===== src/rtl/data_mem_hs.sv =====
// Load/store data memory with valid/ready request and response channels, programmable latency.
// Optional DMEM_BOUNDS_CHECK_EN: faults any access whose address bits above the word index are non-zero.
module data_mem_hs #(
  parameter int DATA_WIDTH  = 32,
  parameter int ADDR_WIDTH  = 32,
  parameter int MEM_DEPTH   = 64,
  parameter int WAIT_STATES = 0
) (
  input  logic                  clk,
  input  logic                  rst_n,
  input  logic                  req_valid,
  output logic                  req_ready,
  input  logic                  req_we,
  input  logic [2:0]            req_funct3,
  input  logic [ADDR_WIDTH-1:0] req_addr,
  input  logic [DATA_WIDTH-1:0] req_wdata,
  output logic                  rsp_valid,
  input  logic                  rsp_ready,
  output logic [DATA_WIDTH-1:0] rsp_rdata,
  output logic                  rsp_err
);

  localparam int BYTES = DATA_WIDTH / 8;
  localparam int OB    = $clog2(BYTES);
  localparam int IW    = $clog2(MEM_DEPTH);

  typedef enum logic [1:0] {S_IDLE, S_WAIT, S_RESP} state_t;

  state_t                  state, next_state;
  logic [3:0]              wait_cnt;
  logic                    lat_we;
  logic [2:0]              lat_funct3;
  logic [ADDR_WIDTH-1:0]   lat_addr;
  logic [DATA_WIDTH-1:0]   lat_wdata;
  logic [DATA_WIDTH-1:0]   ram [MEM_DEPTH];

  logic                    src_we;
  logic [2:0]              src_funct3;
  logic [ADDR_WIDTH-1:0]   src_addr;
  logic [DATA_WIDTH-1:0]   src_wdata;
  logic [OB-1:0]           offset;
  logic [IW-1:0]           idx;
  logic [OB-1:0]           align_mask;
  logic                    legal;
  logic                    misaligned;
  logic                    out_of_range;
  logic                    acc_err;
  logic                    do_access;
  logic [DATA_WIDTH-1:0]   shifted;
  logic [DATA_WIDTH-1:0]   wshift;
  logic [DATA_WIDTH-1:0]   load_data;
  logic [BYTES-1:0]        lane_en;

  // With zero wait states the access happens on the acceptance edge, so it must use the live request.
  assign src_we     = (state == S_IDLE) ? req_we     : lat_we;
  assign src_funct3 = (state == S_IDLE) ? req_funct3 : lat_funct3;
  assign src_addr   = (state == S_IDLE) ? req_addr   : lat_addr;
  assign src_wdata  = (state == S_IDLE) ? req_wdata  : lat_wdata;

  assign offset = src_addr[OB-1:0];
  assign idx    = src_addr[OB +: IW];

`ifdef DMEM_BOUNDS_CHECK_EN
  assign out_of_range = |src_addr[ADDR_WIDTH-1:OB+IW];
`else
  assign out_of_range = 1'b0;
`endif

  always_ff @(posedge clk or negedge rst_n) begin
    if (!rst_n) state <= S_IDLE;
    else        state <= next_state;
  end

  always_comb begin
    next_state = state;
    case (state)
      S_IDLE:  if (req_valid) next_state = (WAIT_STATES > 0) ? S_WAIT : S_RESP;
      S_WAIT:  if (wait_cnt == 4'd0) next_state = S_RESP;
      S_RESP:  if (rsp_ready) next_state = S_IDLE;
      default: next_state = S_IDLE;
    endcase
  end

  always_comb begin
    req_ready = rst_n && (state == S_IDLE);
    rsp_valid = (state == S_RESP);
  end

  assign do_access = rst_n && (next_state == S_RESP) && (state != S_RESP);

  always_ff @(posedge clk or negedge rst_n) begin
    if (!rst_n) begin
      wait_cnt   <= 4'd0;
      lat_we     <= 1'b0;
      lat_funct3 <= 3'd0;
      lat_addr   <= '0;
      lat_wdata  <= '0;
    end else if (state == S_IDLE && req_valid) begin
      wait_cnt   <= 4'((WAIT_STATES > 0) ? WAIT_STATES - 1 : 0);
      lat_we     <= req_we;
      lat_funct3 <= req_funct3;
      lat_addr   <= req_addr;
      lat_wdata  <= req_wdata;
    end else if (state == S_WAIT && wait_cnt != 4'd0) begin
      wait_cnt <= wait_cnt - 4'd1;
    end
  end

  always_comb begin
    legal = 1'b0;
    case (src_funct3)
      3'b000, 3'b001, 3'b010: legal = 1'b1;
      3'b011:                 legal = (DATA_WIDTH == 64);
      3'b100, 3'b101:         legal = !src_we;
      3'b110:                 legal = !src_we && (DATA_WIDTH == 64);
      default:                legal = 1'b0;
    endcase
    case (src_funct3[1:0])
      2'd0:    align_mask = '0;
      2'd1:    align_mask = OB'(1);
      2'd2:    align_mask = OB'(3);
      default: align_mask = OB'(7);
    endcase
    misaligned = |(offset & align_mask);
    acc_err    = !legal || misaligned || out_of_range;
  end

  always_comb begin
    shifted   = ram[idx] >> {offset, 3'b000};
    load_data = '0;
    if (!acc_err && !src_we) begin
      case (src_funct3)
        3'b000:  load_data = DATA_WIDTH'($signed(shifted[7:0]));
        3'b001:  load_data = DATA_WIDTH'($signed(shifted[15:0]));
        3'b010:  load_data = DATA_WIDTH'($signed(shifted[31:0]));
        3'b100:  load_data = DATA_WIDTH'(shifted[7:0]);
        3'b101:  load_data = DATA_WIDTH'(shifted[15:0]);
        3'b110:  load_data = DATA_WIDTH'(shifted[31:0]);
        default: load_data = shifted;
      endcase
    end
  end

  always_comb begin
    wshift  = src_wdata << {offset, 3'b000};
    lane_en = '0;
    for (int b = 0; b < BYTES; b++) begin
      lane_en[b] = (b >= int'(offset)) && (b < int'(offset) + (1 << src_funct3[1:0]));
    end
  end

  // RAM has no reset; do_access is already gated by rst_n so an aborted store never lands.
  always_ff @(posedge clk) begin
    if (do_access && src_we && !acc_err) begin
      for (int b = 0; b < BYTES; b++) begin
        if (lane_en[b]) ram[idx][8*b +: 8] <= wshift[8*b +: 8];
      end
    end
  end

  always_ff @(posedge clk or negedge rst_n) begin
    if (!rst_n) begin
      rsp_rdata <= '0;
      rsp_err   <= 1'b0;
    end else if (do_access) begin
      rsp_rdata <= load_data;
      rsp_err   <= acc_err;
    end
  end

endmodule


===== config.mk =====
export PLATFORM = sky130hd
export DESIGN_NAME = data_mem_hs
export DESIGN_NICKNAME = d
export VERILOG_FILES = /design/src/rtl/data_mem_hs.sv
export SDC_FILE = /design/constraint.sdc
export NUM_CORES = 2
export LEC_CHECK = 0
export ABC_AREA = 1
export CAP_MARGIN = 20
export CORE_MARGIN = 2
export CORE_UTILIZATION = 45
export DETAILED_ROUTE_END_ITERATION = 7
export PLACE_DENSITY = 0.59
export SYNTH_ARGS = -nofsm -noshare
export SYNTH_HDL_FRONTEND = slang
export SYNTH_SLANG_ARGS = --single-unit
export TNS_END_PERCENT = 1

===== constraint.sdc =====
create_clock -name clk -period 7.4 [get_ports clk]
set_clock_uncertainty 0.05 [all_clocks]
set_input_delay 1.48 -clock clk [delete_from_list [all_inputs] [get_ports clk]]
set_output_delay 1.48 -clock clk [all_outputs]
set_load 0.05 [all_outputs]

==> impl_results.md <==
- Outcome: finished clean
- Clk_lat worst skew: 0.86 ns
- Mux share of post-synthesis cell area: 0%
- Mapped Cells: 6648
- First-pass GRT wire length: 372000 um
- Fillers: 15800
- Final period util: 75.8%
- Syn avg cell area: 12.6 um^2
- Slew HR: 22.7%
- # setup viols final: 0
- Max-Cap Viols: 0
- FF-to-FF setup slack: 1.79 ns
- Port bufs: 82
- Htree depth: 4
- Delay-heaviest family, CP: simple AND/OR/NAND/NOR gates
- Synth Net Count: 6723
- Leak: 33.2 nW
- Ys flop type: edfxtp_1
- Die W: 436 um
- Critical path class: register to register
- TritonCTS Buffers: 211
- Synth Area in Compound Gates: 6.82%
- Max-slew violations: 0
- Wirelength per Cell: 27.9 um
- Remaining antenna violation count after routing: 0
- FF+latch count, synth: 2131
- WL final: 265000 um
- Worst R2R Start: state[0]
- CP cell instances: nor2_4 > nand2_1 > nand2_8 > buf_12 > nor2_1 > o21ai_0 > nand2_1 > nand2_1 > nand2_1 > o21ai_0 > nand2_1 > nor2_1 > nand2_1 > a21oi_1 > nand3_1 > nand2_1 > nand2_1 > nand2_1
- Core area: 186000 um^2
- Vias after detailed routing: 55000
- Depth of the most critical reg-to-reg path: 18
- Peak supply drop: 210 uV
- Crit path top cell by count: nand2_1
- CP startpoint: state[0]
- Placed Area: 88800 um^2
- Max clock buf depth: 3
- Post-synth EDFFs: 2048
- Final Hold Vio Count: 0
- Finished Cell Area: 95400 um^2
- I/O pins: 107
- Critical Path Start Type: register
- Critical path arrival: 6.36 ns
- Overflow after GRT: 0
- Ys async rst share: 3.89%
- Worst-margin pin slew: 1.16 ns
- PostCTS Resize Cnt: 0
- Int Pwr: 21.1 mW
- Clock slew at reported path FFs: 0.06 ns
- Synth-to-Final Area Change: 13.4%
- Remaining DRCs: 0
- Cts-stage hold buffer count: 0
- Crit path to: rsp_rdata[14]
- Tmin final: 5.61 ns
- Top-count cell post-synth: edfxtp_1
- Switching fraction of total power: 30.3%
- Simple-Gate Fraction of Synth Area: 14.5%
- # rows: 158
- Final setup margin: 1.79 ns
- CTS tree: built
- Setup Slack @ Placement: 1.14 ns
- NetSw: 9.20 mW
- Sequential power share: 47.2%
- GRT Total Usage: 27.3%
- Crit-path max cell delay: 0.75 ns
- Gpl congestion: 0.906
- Largest family of logic cells by synthesized area: simple AND/OR/NAND/NOR gates
- Post-synthesis sequential area ratio: 75.6%
- Post-synth top area share: 73.1%
- List of most frequent post-synthesis cells: edfxtp_1, nor2_1, nand2_1
- Crit-path max FO: 71
- Post-synth top area cell: edfxtp_1
- CP required: 8.15 ns
- Cell area after synthesis: 84100 um^2
- Most area-consuming cells after synthesis: edfxtp_1, nor2_1, nand2_1
- HP Class: input pin to asynchronous set/reset pin
- Achievable clock frequency: 0.178 GHz
- Worst path bufs/invs: 1
- CP max stage cell: nor2_4
- Fraction of layout instances using a drive strength above 1: 8.90%
- DP Wirelength: 156000 um
- Initial antenna violation count: 18
- Number of DRC markers in iteration 0: 7425
- Die height: 436 um
- Sink Count: 2131
- Clk pwr share: 33.5%
- Initial core utilization: 45.3%
- Die area: 190000 um^2
- Yosys cell types: 46
- Areal power density over the cells: 318 nW/um^2
- Via density: 5.78
- Worst flop-to-flop path endpoint: rsp_rdata[14]
- Critical Path Stages: 18
- Pin count of the biggest net entering global routing: 128
- RSZ-0062 raised after global routing: no
- Vias in the first global route: 51400
- Post-route setup TNS: 0 ns
- Post-Synth XOR/XNOR Area: 0%
- Yosys warnings: 0
- Critical Path End Type: register
- Post-Synth Adder-Cell Area: 0.0446%
- Final #Nets: 6902
- CTS Root Cell: clkbuf_16
- First drt pass iteration count: 7
- Setup Fix Bufs, Post-CTS: 0
- Logic pwr share: 19.3%
- Final Util: 51.4%
- Hold_ws: 0.428 ns
[registers in the layout, summed over array words and instances (netlist names)]
register,cells
ram,2048
lat_funct3,3
lat_we,1
lat_addr,8
lat_wdata,32
wait_cnt,4
state,2
rsp_rdata,32
rsp_err,1
[power by group through the flow]
| stage | combinational [mW] | clock, mW | sequential [mW] |
|---|---|---|---|
| after detailed placement | 5.71 | 0 | 14.6 |
| after CTS | 5.73 | 10.3 | 14.3 |
| after global placement | 5.63 | 0 | 14.6 |
| after floorplan | 2.97 | 0 | 14.8 |
| final | 5.84 | 10.2 | 14.3 |
| after global routing | 6.16 | 10.7 | 14.3 |
[per-layer routing]
layer,wire length [um],vias to the layer above,track usage [%]
met5,199,-,0.806
li1,-,24100,-
met1,106000,27500,37.2
met3,26800,561,6.64
met4,12800,16,12.8
met2,119000,2862,41.2
[logic make-up (layout without fill, tap and decap cells)]
| logic type | after synthesis | count (layout) |
|---|---|---|
| buffers and inverters | 534 | 887 |
| other | 0 | 26 |
| and+or+nand+nor | 3027 | 3027 |
| DFF | 2131 | 2131 |
| adders and majority gates | 3 | 3 |
| AOI/OAI and AO/OA | 953 | 953 |
[per-stage QoR]
| step | instances | power [mW] |
|---|---|---|
| final | 9507 | 30.3 |
| after global placement | 9092 | 20.2 |
| after CTS | 9480 | 30.3 |
| after detailed placement | 9093 | 20.3 |
| after floorplan | 6648 | 17.8 |
| after global routing | 9487 | 31.2 |
[cell type report]
cell class | count | area [um^2] | share of cell area [%]
Sequential cell | 2131 | 63600 | 66.7
Multi-Input combinational cell | 3983 | 18500 | 19.4
Clock buffer | 264 | 5510 | 5.78
Tap cell | 2480 | 3100 | 3.25
Timing Repair Buffer | 328 | 2960 | 3.10
Clock inverter | 123 | 952 | 0.999
Inverter | 172 | 646 | 0.677
Antenna cell | 26 | 65.1 | 0.0682
[worst reg2reg max path, delay by kind of cell, from the launching register on]
kind / cells / cell delay [ns]
AND/OR/NAND/NOR: 14 / 3.77
AO/OA/AOI/OAI: 3 / 0.87
buffers and inverters: 1 / 0.44
flip-flops: 1 / 0.43
[cell usage in the layout (no fill, tap or decap), types with 73 or more instances in the layout]
cell type	count
clkbuf_16	212
o21ai_1	109
dfrtp_1	83
clkdlybuf4s50_1	81
nor2_1	1524
edfxtp_1	2048
o22a_1	73
nand3_1	177
nand2_1	1129
o21ai_0	232
buf_4	223
inv_1	166
o22ai_1	418
[worst min path at each step]
stage / startpoint / endpoint / cells after the start
floorplan: lat_addr[1] / lat_addr[1] / 2
global placement: lat_wdata[23] / lat_wdata[23] / 2
detailed placement: rsp_rdata[23] / rsp_rdata[23] / 2
CTS: rst_n / lat_wdata[22] / 1
global route: rst_n / lat_wdata[22] / 1
finish: rst_n / lat_wdata[14] / 1
Power figures use the tool's default switching activity.
